==> config.mk <==
export PLATFORM = sky130hd
export DESIGN_NAME = ram_write_ctrl
export DESIGN_NICKNAME = d
export VERILOG_FILES = /design/src/rtl/ram_wr_pkg.sv /design/src/rtl/ram_write_ctrl.sv
export SDC_FILE = /design/constraint.sdc
export NUM_CORES = 1
export LEC_CHECK = 0
export CAP_MARGIN = 20
export CORE_MARGIN = 4
export CORE_UTILIZATION = 44
export CTS_CLUSTER_DIAMETER = 30
export DETAILED_ROUTE_END_ITERATION = 12
export GPL_ROUTABILITY_DRIVEN = 0
export PLACE_DENSITY = 0.8
export REMOVE_ABC_BUFFERS = 1
export SYNTH_ARGS = -nofsm -noshare
export SYNTH_HDL_FRONTEND = slang
export SYNTH_SLANG_ARGS = --single-unit
==> constraint.sdc <==
create_clock -name wr_clk -period 3.6 [get_ports wr_clk]
set_input_delay 0.36 -clock wr_clk [delete_from_list [all_inputs] [get_ports wr_clk]]
set_output_delay 0.36 -clock wr_clk [all_outputs]
set_load 0.01 [all_outputs]
==> src/rtl/ram_wr_pkg.sv <==
// Shared types and defaults for the sequential RAM write controller.
package ram_wr_pkg;

    typedef enum logic [1:0] {
        IDLE  = 2'd0,
        WRITE = 2'd1,
        DONE  = 2'd2
    } state_t;

    localparam int DEF_ADDR_W = 10;
    localparam int DEF_DATA_W = 64;
    localparam int MAX_LEN    = 2 ** DEF_ADDR_W;

endpackage

==> src/rtl/ram_write_ctrl.sv <==
// Sequential writer: one registered RAM write per accepted stream beat at consecutive addresses.
// Optional RAM_WR_CHECKSUM_EN adds wr_csum, an XOR of every word written by the current command.
module ram_write_ctrl
    import ram_wr_pkg::*;
#(
    parameter int ADDR_W = DEF_ADDR_W,
    parameter int DATA_W = DEF_DATA_W,
    parameter int LEN_W  = ADDR_W + 1
) (
    input  logic              wr_clk,
    input  logic              rst,
    input  logic              start,
    input  logic [ADDR_W-1:0] start_addr,
    input  logic [LEN_W-1:0]  wr_len,
    input  logic              abort,
    input  logic              s_valid,
    input  logic [DATA_W-1:0] s_data,
    output logic              s_ready,
    output logic              ram_wr_en,
    output logic [ADDR_W-1:0] ram_wr_addr,
    output logic [DATA_W-1:0] ram_wr_data,
    output logic              busy,
    output logic              done,
    output logic              err
`ifdef RAM_WR_CHECKSUM_EN
    ,
    output logic [DATA_W-1:0] wr_csum
`endif
);

    // One extra bit so a length of exactly 2**ADDR_W is representable in the compare.
    localparam logic [LEN_W:0] LEN_MAX = (LEN_W + 1)'(2 ** ADDR_W);

    state_t            state_q, state_d;
    logic [ADDR_W-1:0] addr_q, addr_d;
    logic [LEN_W-1:0]  rem_q, rem_d;
    logic              wr_en_q, wr_en_d;
    logic [ADDR_W-1:0] wr_addr_q, wr_addr_d;
    logic [DATA_W-1:0] wr_data_q, wr_data_d;
    logic              err_q, err_d;

    logic len_ok, load, reject, beat, last_beat;

    always_comb begin
        len_ok    = (wr_len != '0) && ({1'b0, wr_len} <= LEN_MAX);
        load      = (state_q == IDLE) && start && len_ok;
        reject    = (state_q == IDLE) && start && !len_ok;
        beat      = (state_q == WRITE) && s_valid && !abort;
        last_beat = beat && (rem_q == LEN_W'(1));
    end

    always_ff @(posedge wr_clk or posedge rst) begin
        if (rst) begin
            state_q <= IDLE;
        end else begin
            state_q <= state_d;
        end
    end

    always_comb begin
        state_d = state_q;
        case (state_q)
            IDLE:    if (load) state_d = WRITE;
            WRITE: begin
                if (abort)          state_d = IDLE;
                else if (last_beat) state_d = DONE;
            end
            DONE:    state_d = IDLE;
            default: state_d = IDLE;
        endcase
    end

    always_comb begin
        s_ready = (state_q == WRITE);
        busy    = (state_q != IDLE);
        done    = (state_q == DONE);
    end

    always_comb begin
        addr_d    = addr_q;
        rem_d     = rem_q;
        wr_en_d   = beat;
        wr_addr_d = wr_addr_q;
        wr_data_d = wr_data_q;
        err_d     = reject;
        if (load) begin
            addr_d = start_addr;
            rem_d  = wr_len;
        end else if (beat) begin
            addr_d    = addr_q + ADDR_W'(1);
            rem_d     = rem_q - LEN_W'(1);
            wr_addr_d = addr_q;
            wr_data_d = s_data;
        end
    end

    always_ff @(posedge wr_clk or posedge rst) begin
        if (rst) begin
            addr_q    <= '0;
            rem_q     <= '0;
            wr_en_q   <= 1'b0;
            wr_addr_q <= '0;
            wr_data_q <= '0;
            err_q     <= 1'b0;
        end else begin
            addr_q    <= addr_d;
            rem_q     <= rem_d;
            wr_en_q   <= wr_en_d;
            wr_addr_q <= wr_addr_d;
            wr_data_q <= wr_data_d;
            err_q     <= err_d;
        end
    end

    assign ram_wr_en   = wr_en_q;
    assign ram_wr_addr = wr_addr_q;
    assign ram_wr_data = wr_data_q;
    assign err         = err_q;

`ifdef RAM_WR_CHECKSUM_EN
    logic [DATA_W-1:0] csum_q, csum_d;

    // Accumulates on the beat edge so the sum lines up with that word's ram_wr_en.
    always_comb begin
        csum_d = csum_q;
        if (load)      csum_d = '0;
        else if (beat) csum_d = csum_q ^ s_data;
    end

    always_ff @(posedge wr_clk or posedge rst) begin
        if (rst) begin
            csum_q <= '0;
        end else begin
            csum_q <= csum_d;
        end
    end

    assign wr_csum = csum_q;
`endif

endmodule

After elaboration in Yosys (flattened, before gate mapping)
Index checks and enable logic that the tools add are counted.
{"block": "word_totals", "input_bits": 90, "elab_cells": 39, "output_inout_bits": 79, "ramBits": 0, "mem_bits_ro": 0, "latch_bits": 0, "register_bits": 99, "memories": 0}
{"block": "classes", "magnitude_cmp": 1, "bitwise": 1, "add_sub_neg": 2, "shift": 0, "n_eq_ne": 5, "muxes": 8, "reduce_logical": 15, "div": 0, "multipliers": 0}
{"op": "$mux W11", "n": 2}
{"op": "$mux W10", "n": 2}
{"op": "$eq A11 B1 Y1 const B", "n": 1}
{"op": "$le A11 B11 Y1 const B", "n": 1}
{"op": "$reduce_bool A11 Y1", "n": 1}
{"op": "$sub A11 B1 Y11 const B", "n": 1}
{"op": "$add A10 B1 Y10 const B", "n": 1}
{"op": "$logic_and A1 B1 Y1", "n": 7}
{"op": "$mux W2", "n": 3}
{"op": "$pmux W2 S2", "n": 1}
{"op": "$reduce_and A2 Y1", "n": 2}
{"op": "$reduce_bool A2 Y1", "n": 2}
{"op": "$ne A3 B2 Y1 const B", "n": 1}
{"op": "$eq A2 B1 Y1 const B", "n": 1}
{"op": "$eq A2 B2 Y1 const B", "n": 1}
{"op": "$logic_not A1 Y1", "n": 2}
{"op": "$logic_not A2 Y1", "n": 1}
{"op": "$ne A2 B2 Y1 const B", "n": 1}
{"op": "$not A1 Y1", "n": 1}

Longest topological paths before layout
Gate-level depths: netlist of the first run.
{"block": "logic_depth", "ltp_word": 7, "ltp_mapped": 7, "depth_no_buf": 6}

Worst setup path after synthesis of the first run
No wires, ideal clock.
{"block": "synth_timing", "path_kind": "input -> register", "from": "in wr_len[4]", "to": "reg addr_q[8]", "required_time_ps": 3474, "slack_ps": 1708, "arrival_time_ps": 1766, "stages": 4, "setup_time_ps": 126, "cell_sequence": "or4_4 -> o31ai_4 -> nand2_4 -> a221o_1"}
{"block": "synth_via", "elab_chain_len": 4, "elab_cells_between_ends": 6, "cone_classes": "order compare (1); mux (1); reduce/logical (4)"}
{"element": "start: declaration", "line_no": "ram_write_ctrl.sv:14", "source": "input logic [LEN_W-1:0] wr_len,"}
{"element": "$le A11 B11 Y1 or $reduce_bool A11 Y1 (tied branches)", "line_no": "ram_write_ctrl.sv:45", "source": "len_ok = (wr_len != '0) && ({1'b0, wr_len} <= LEN_MAX);"}
{"element": "$logic_and A1 B1 Y1 (*)", "line_no": "ram_write_ctrl.sv:45"}
{"element": "$logic_and A1 B1 Y1 (*)", "line_no": "ram_write_ctrl.sv:46", "source": "load = (state_q == IDLE) && start && len_ok;"}
{"element": "$mux W10 or $reduce_bool A2 Y1 (tied branches)"}
{"element": "end signal: assignment", "line_no": "ram_write_ctrl.sv:106", "source": "addr_q <= addr_d;"}
{"element": "end: declaration", "line_no": "ram_write_ctrl.sv:35", "source": "logic [ADDR_W-1:0] addr_q, addr_d;"}
Every way passes the cells marked *; elsewhere a longest branch is shown, timed or not.
A chain may end at the register's enable or synchronous reset.

Final worst setup path of the first run
{"block": "layout_timing", "from": "in wr_len[4]", "to": "reg rem_q[3]"}
{"block": "layout_via", "elab_chain_len": 4, "elab_cells_between_ends": 6, "cone_classes": "order compare (1); mux (1); reduce/logical (4)"}
{"element": "$le A11 B11 Y1 or $reduce_bool A11 Y1 (tied branches)", "line_no": "ram_write_ctrl.sv:45"}
{"element": "$logic_and A1 B1 Y1 (*)", "line_no": "ram_write_ctrl.sv:45"}
{"element": "$logic_and A1 B1 Y1 (*)", "line_no": "ram_write_ctrl.sv:46"}
{"element": "$mux W11 or $reduce_bool A2 Y1 (tied branches)"}
{"element": "end signal: assignment", "line_no": "ram_write_ctrl.sv:107", "source": "rem_q <= rem_d;"}
{"element": "end: declaration", "line_no": "ram_write_ctrl.sv:36", "source": "logic [LEN_W-1:0] rem_q, rem_d;"}
Marks and branches as above.

==> metrics.csv, run 1 <==
stage;metric;value;unit
sta;layout_setup_ws;1.349;ns
synth;ys_seq_elements;99;
route;routed_wirelength;11.93;mm
setup_path;max_stage_delay;0.59;ns
synth;synth_enable_flop_cells;0;
clocking;path_clk_slew;0.09;ns
setup_path;worst-path-max-fanout;13;
floorplanning;dieArea;11560;um2
setup_path;critical_path_required;3.89;ns
setup_path;crit_type;primary input to register;
route;vias_per_cell;5.116;
sta;timing.final.hold_violations;0;
placed_design;pre_cts_ws;0.9679;ns
floorplanning;initial_core_util;0.4480;
sta;maxSlewViolCount;0;
floorplanning;ioPinCount;169;
pwr;p_total;0.003564;W
pwr;ir_drop;0.2983;mV
global_route;grt.overflow.total;0;
layout;stdcell_count;782;
route;drc;0;
global_route;grt_max_degree;95;
clocking;cts_buffers;9;
setup_path;cpMaxStageDelayCell;or4_4;
clocking;htree_levels;3;
synth;synth-adder-area-share;0.008611;
sta;rsz0062_at_grt;false;
synth;syn_area;4359;um2
synth;synth_compound_area_frac;0.09443;
setup_path;worstPathArrival;2.54;ns
layout;antenna_cells;0;
setup_path;cp-start-kind;primary input;
hold_path;hp-class;primary input to async pin;
sta;fin_crit;2.251;ns
route;num_vias;4001;
synth;synth-xor-area-share;0.002009;
placed_design;dp_cells;766;
floorplanning;rows;36;
route;antenna_left;0;
setup_path;worstSetupStartpoint;wr_len[4];
synth;synth-async-reset-ratio;1.000;
clocking;postCtsResizedCells;0;
layout;final_cell_mix;nand2_1, clkdlybuf4s50_1, dfrtp_1, a221o_1;
placed_design;dp_hpwl;8.624;mm
clocking;insertion_delay;0.35;ns
synth;synth_top_family_by_area;simple AND/OR/NAND/NOR gates;
synth;ys_seq_area_frac;0.5683;
sta;finalSetupTns;0;ns
layout;nets;737;
sta;max_freq;0.4443;GHz
floorplanning;die_x;107.5;um
clocking;root_buffer;clkbuf_8;
pwr;leakage;2.979;nW
sta;finalClockSkew;0.008693;ns
route;wire_per_inst;15.26;um
clocking;cts_buffer_depth;2;
floorplanning;die_h;107.5;um
global_route;grt_usage;0.2053;
clocking;cts_tree;done;
synth;synthMuxAreaShare;0.002296;
synth;yosys.area_share.simple;0.2956;
setup_path;crit_chain;clkdlybuf4s50_1, or4_4, o31a_1, nor3_4, a221o_1;
route;initialDrtViolationCount;267;
setup_path;timing.rr.start;state_q[1];
placed_design;port_buffers;168;
synth;yosys_warnings;0;
clocking;cts_setup_buffers;0;
outcome;run_status;finished clean;
global_route;grt_pass1_vias;3868;
synth;syn_inst;482;
clocking;cts.sinks;99;
pwr;powerDensity;559.0;nW/um2
flow_run;maxCapViolations;0;
layout;drive_gt1_frac;0.05239;
synth;ys.flop_type;dfrtp_1;
sta;setup_viol;0;
layout;n_fill_cell;809;
layout;layout_commonest_cell;nand2_1;
sta;slew_headroom;0.3648;
layout;syn2layout_area_growth;46.27;%
sta;tightest_slew;0.9527;ns
layout;finalCoreUtilization;0.6554;
sta;min_period_over_period;0.6252;
floorplanning;fp.coreArea;9729;um2
global_route;antenna_found_initial;0;
synth;synth_cell_types;48;
route;dr.pass1.iters;4;
global_route;grt_first_pass_wirelength;18.95;mm
synth;synth_area_per_cell;9.044;um2
clocking;postCtsHoldBufs;0;
setup_path;cp-end-kind;register;
-- synthesized netlist by cell type (4+ instances only) --
| library cell | n | area share |
|---|---|---|
| dfrtp_1 | 99 | 0.57 |
| nand4_1 | 4 | 0.0057 |
| a21oi_1 | 4 | 0.0046 |
| clkbuf_1 | 7 | 0.0060 |
| inv_1 | 8 | 0.0069 |
| nor2_1 | 7 | 0.0060 |
| buf_2 | 4 | 0.0046 |
| nand2b_1 | 4 | 0.0057 |
| a31oi_1 | 4 | 0.0057 |
| buf_1 | 10 | 0.0086 |
| nand2_1 | 231 | 0.20 |
| a221o_1 | 10 | 0.023 |
| nand3_1 | 8 | 0.0092 |
| o31ai_1 | 5 | 0.0086 |
| nor3_1 | 6 | 0.0069 |
| o211ai_1 | 4 | 0.0069 |
| o21ai_0 | 9 | 0.010 |
| nor4_1 | 6 | 0.0086 |
| nor2b_1 | 4 | 0.0057 |
-- flip-flops by register name, indices dropped and copies added (netlist names) --
| signal | cells |
|---|---|
| err | 1 |
| ram_wr_addr | 10 |
| state_q | 2 |
| ram_wr_data | 64 |
| addr_q | 10 |
| rem_q | 11 |
| ram_wr_en | 1 |
-- power breakdown --
group	switching, W	internal [W]
logic	0.000528	0.000671
clock network	0.000365	0.000387
registers	0.000207	0.00141
total	0.00110	0.00246
-- critical path: cells and delay by family --
| kind | cells | cell delay, ns |
|---|---|---|
| AOI/OAI and AO/OA | 2 | 0.63 |
| buffers and inverters | 1 | 0.45 |
| and+or+nand+nor | 2 | 1.09 |
-- per-stage QoR --
step | hold WS (ns) | instance area [um2]
after detailed placement | 0.4609 | 6168
after CTS | 0.4826 | 6376
after floorplan | 0.4473 | 4264
after global routing | 0.5017 | 6376
final | 0.4763 | 6376
after global placement | 0.4560 | 6168
-- cells by family (layout without fill, tap and decap cells) --
group,after synthesis,after routing
flip-flops,99,99
AND/OR/NAND/NOR,295,295
AO/OA/AOI/OAI,53,53
multiplexers,1,1
XOR/XNOR,1,1
buffers and inverters,30,197
adder cells (fa/ha/maj),3,3
-- final cells by class --
cell class	instances	area [um2]	area share
sequential	99	2477	0.3885
timing repair buffer	173	1719	0.2696
tap	133	166.4	0.02610
multi-input combinational	353	1773	0.2781
clock inverter	6	80.08	0.01256
inverter	8	32.53	0.005102
clock buffer	10	127.6	0.02002
-- per-layer routing --
| layer | track usage | part of all wire | vias up |
|---|---|---|---|
| li1 | - | - | 1924 |
| met1 | 0.2836 | 0.43 | 1907 |
| met2 | 0.3339 | 0.49 | 151 |
| met3 | 0.02999 | 0.060 | 19 |
| met4 | 0.06763 | 0.017 | 0 |
| met5 | 0 | 0 | - |
-- path summary, 6_finish.rpt --
path | cells past startpoint | slack, ns | to
worst min-delay path | 2 | 0.48 | ram_wr_data[10]
worst min register to register | 2 | 0.48 | ram_wr_data[23]
min in group wr_clk | 2 | 0.48 | ram_wr_data[23]
worst max register to register | 5 | 1.42 | ram_wr_data[56]
worst max-delay path | 5 | 1.35 | rem_q[3]
max in group asynchronous | 3 | 2.36 | ram_wr_data[18]
Note: power is estimated with default switching activity, not from simulation.
==> inputs of run 2 (changes only) <==
--- a/config.mk
+++ b/config.mk
@@ -7,11 +7,11 @@
 export LEC_CHECK = 0
 export CAP_MARGIN = 20
 export CORE_MARGIN = 4
-export CORE_UTILIZATION = 44
+export CORE_UTILIZATION = 40
 export CTS_CLUSTER_DIAMETER = 30
 export DETAILED_ROUTE_END_ITERATION = 12
 export GPL_ROUTABILITY_DRIVEN = 0
-export PLACE_DENSITY = 0.8
+export PLACE_DENSITY = 0.77
 export REMOVE_ABC_BUFFERS = 1
 export SYNTH_ARGS = -nofsm -noshare
 export SYNTH_HDL_FRONTEND = slang
==> constraint.sdc (replaced) <==
create_clock -name wr_clk -period 1.9 [get_ports wr_clk]
set_input_delay 0.19 -clock wr_clk [delete_from_list [all_inputs] [get_ports wr_clk]]
set_output_delay 0.19 -clock wr_clk [all_outputs]
set_load 0.01 [all_outputs]
==> metrics.csv, run 2 (synthesized netlist as in run 1, its figures left out) <==
stage;metric;value;unit;change
placed_design;dp_hpwl;9.324;mm;+8.1%
route;routed_wirelength;12.44;mm;+4.2%
floorplanning;rows;37;;+2.8%
floorplanning;initial_core_util;0.4166;;-0.03140
sta;maxSlewViolCount;0;;unchanged
layout;drive_gt1_frac;0.1012;;+0.04878
floorplanning;die_x;112.4;um;+4.5%
placed_design;port_buffers;168;;unchanged
route;drc;0;;unchanged
pwr;leakage;3.176;nW;+6.6%
sta;setup_viol;0;;unchanged
clocking;cts_tree;done;;
clocking;cts_setup_buffers;0;;unchanged
sta;finalSetupTns;0;ns;unchanged
pwr;ir_drop;0.5292;mV;+77%
route;antenna_left;0;;unchanged
clocking;insertion_delay;0.35;ns;about the same
sta;layout_setup_ws;0.05409;ns;-1.295 ns
clocking;htree_levels;3;;unchanged
setup_path;cp-end-kind;register;;
setup_path;critical_path_required;2.15;ns;-1.74 ns
placed_design;pre_cts_ws;-0.3455;ns;-1.313 ns
setup_path;worst-path-max-fanout;6;;-7
floorplanning;fp.coreArea;10460;um2;+7.5%
layout;nets;772;;+4.7%
setup_path;crit_buf_inv;2;;+1
clocking;cts_buffers;9;;unchanged
clocking;path_clk_slew;0.09;ns;about the same
layout;final_cell_mix;nand2_1, clkdlybuf4s50_1, dfrtp_1, buf_4;;
pwr;p_total;0.006758;W;+90%
global_route;grt_max_degree;36;;-62%
global_route;grt.overflow.total;0;;unchanged
clocking;cts_buffer_depth;2;;unchanged
clocking;cts.sinks;99;;unchanged
layout;largest_register_ffs;64;;unchanged
sta;tightest_slew;0.4613;ns;-0.4914 ns
sta;finalClockSkew;0.01242;ns;+0.003725 ns
route;vias_per_cell;4.980;;-2.7%
route;num_vias;4074;;+1.8%
setup_path;crit_type;primary input to register;;
sta;timing.final.hold_violations;0;;unchanged
floorplanning;ioPinCount;169;;unchanged
layout;area.sequential;2477;um2;unchanged
setup_path;cpLargestDelayFamily;compound AO/OA/AOI/OAI gates;;
floorplanning;die_h;112.4;um;+4.5%
outcome;run_status;finished clean;;
setup_path;max_stage_delay;0.58;ns;about the same
setup_path;worstPathArrival;2.10;ns;-0.44 ns
layout;syn2layout_area_growth;53.62;%;
global_route;antenna_found_initial;0;;unchanged
setup_path;r2r_slack;0.08;ns;-1.34 ns
setup_path;cp-start-kind;primary input;;
global_route;grt_pass1_vias;3996;;+3.3%
route;dr.pass1.iters;4;;unchanged
global_route;grt_usage;0.1927;;-0.01265
layout;multi_input_area;1785;um2;+0.71%
route;wire_per_inst;15.20;um;-0.37%
clocking;root_buffer;clkbuf_8;;
hold_path;hp-class;primary input to async pin;;
setup_path;cpMaxStageDelayCell;or4_4;;
setup_path;rr_worst_depth;6;;+1
placed_design;dp_cells;804;;+5.0%
setup_path;crit_chain;clkdlybuf4s50_1, or4_4, o31ai_4, buf_6, a21boi_0, a211o_2;;
global_route;grt_first_pass_wirelength;19.71;mm;+4.0%
route;initialDrtViolationCount;278;;+4.1%
sta;max_freq;0.5417;GHz;
sta;slew_headroom;0.6924;;+0.3276
layout;antenna_cells;0;;unchanged
layout;n_fill_cell;869;;+7.4%
sta;min_period_over_period;0.9715;;
setup_path;timing.rr.start;state_q[1];;
flow_run;maxCapViolations;0;;unchanged
floorplanning;dieArea;12630;um2;+9.2%
pwr;powerDensity;1009;nW/um2;+81%
sta;rsz0062_at_grt;false;;
sta;fin_crit;1.846;ns;
layout;layout_commonest_cell;nand2_1;;
setup_path;reg2reg_to;addr_q[3];;
layout;stdcell_count;818;;+4.6%
-- run 2: what timing repair did --
action	in CTS	in global routing
endpoints found under the hold margin	0	0
hold buffers	0	0
gates resized for setup	1	5
endpoints found under the setup margin	1	6
cloned	0	0
pin swaps	0	1
-- run 2: power by group --
group	internal (W)	switching, W	leakage [nW]
sequential	0.00266	0.000379	1.25
clock	0.000628	0.000685	0.0950
combinational	0.00136	0.00104	1.83
-- run 2: worst register-to-register path, stage by stage, from the launching register on --
cell and delay [ns]:
dfrtp_1 0.45, nor4bb_1 0.31, buf_4 0.17, and4_1 0.25, nor3_4 0.05, buf_4 0.16
a211o_2 0.33
-- run 2: layout make-up --
class	instances	area share
clock buffers	11	0.02111
inverters	8	0.004858
repair buffers	208	0.3061
flip-flops and latches	99	0.3700
clock inverters	3	0.005979
multi-input cells	353	0.2666
well taps	136	0.02541
-- run 2: worst max-delay path by stage --
stage | startpoint | endpoint | slack, ns | depth (start not counted)
2_1_floorplan | state_q[1] | addr_q[9] | -3.63 | 5
3_3_place_gp | wr_len[4] | addr_q[4] | -0.31 | 6
3_5_place_dp | wr_len[0] | addr_q[3] | -0.35 | 6
4_1_cts | rem_q[0] | rem_q[9] | 0.01 | 4
5_1_grt | state_q[1] | addr_q[3] | 0.002 | 6
6_report | wr_len[4] | addr_q[3] | 0.05 | 6
-- run 2: metrics by stage --
stage,util,instance area [um2],hold WS (ns)
after detailed placement,0.6210,6497,0.4609
after global placement,0.6210,6497,0.4562
after floorplan,-,4264,0.2954
final,0.6400,6696,0.2116
after CTS,0.6382,6678,0.2069
after global routing,0.6400,6696,0.2254
-- run 2: routing by layer --
metal / up-vias / wire length, um / GRT usage
met1: 1908 / 5391 / 0.2503
met5: - / 0 / 0
met4: 0 / 174 / 0.06170
met3: 19 / 786 / 0.03935
met2: 155 / 6083 / 0.3246
li1: 1992 / - / -
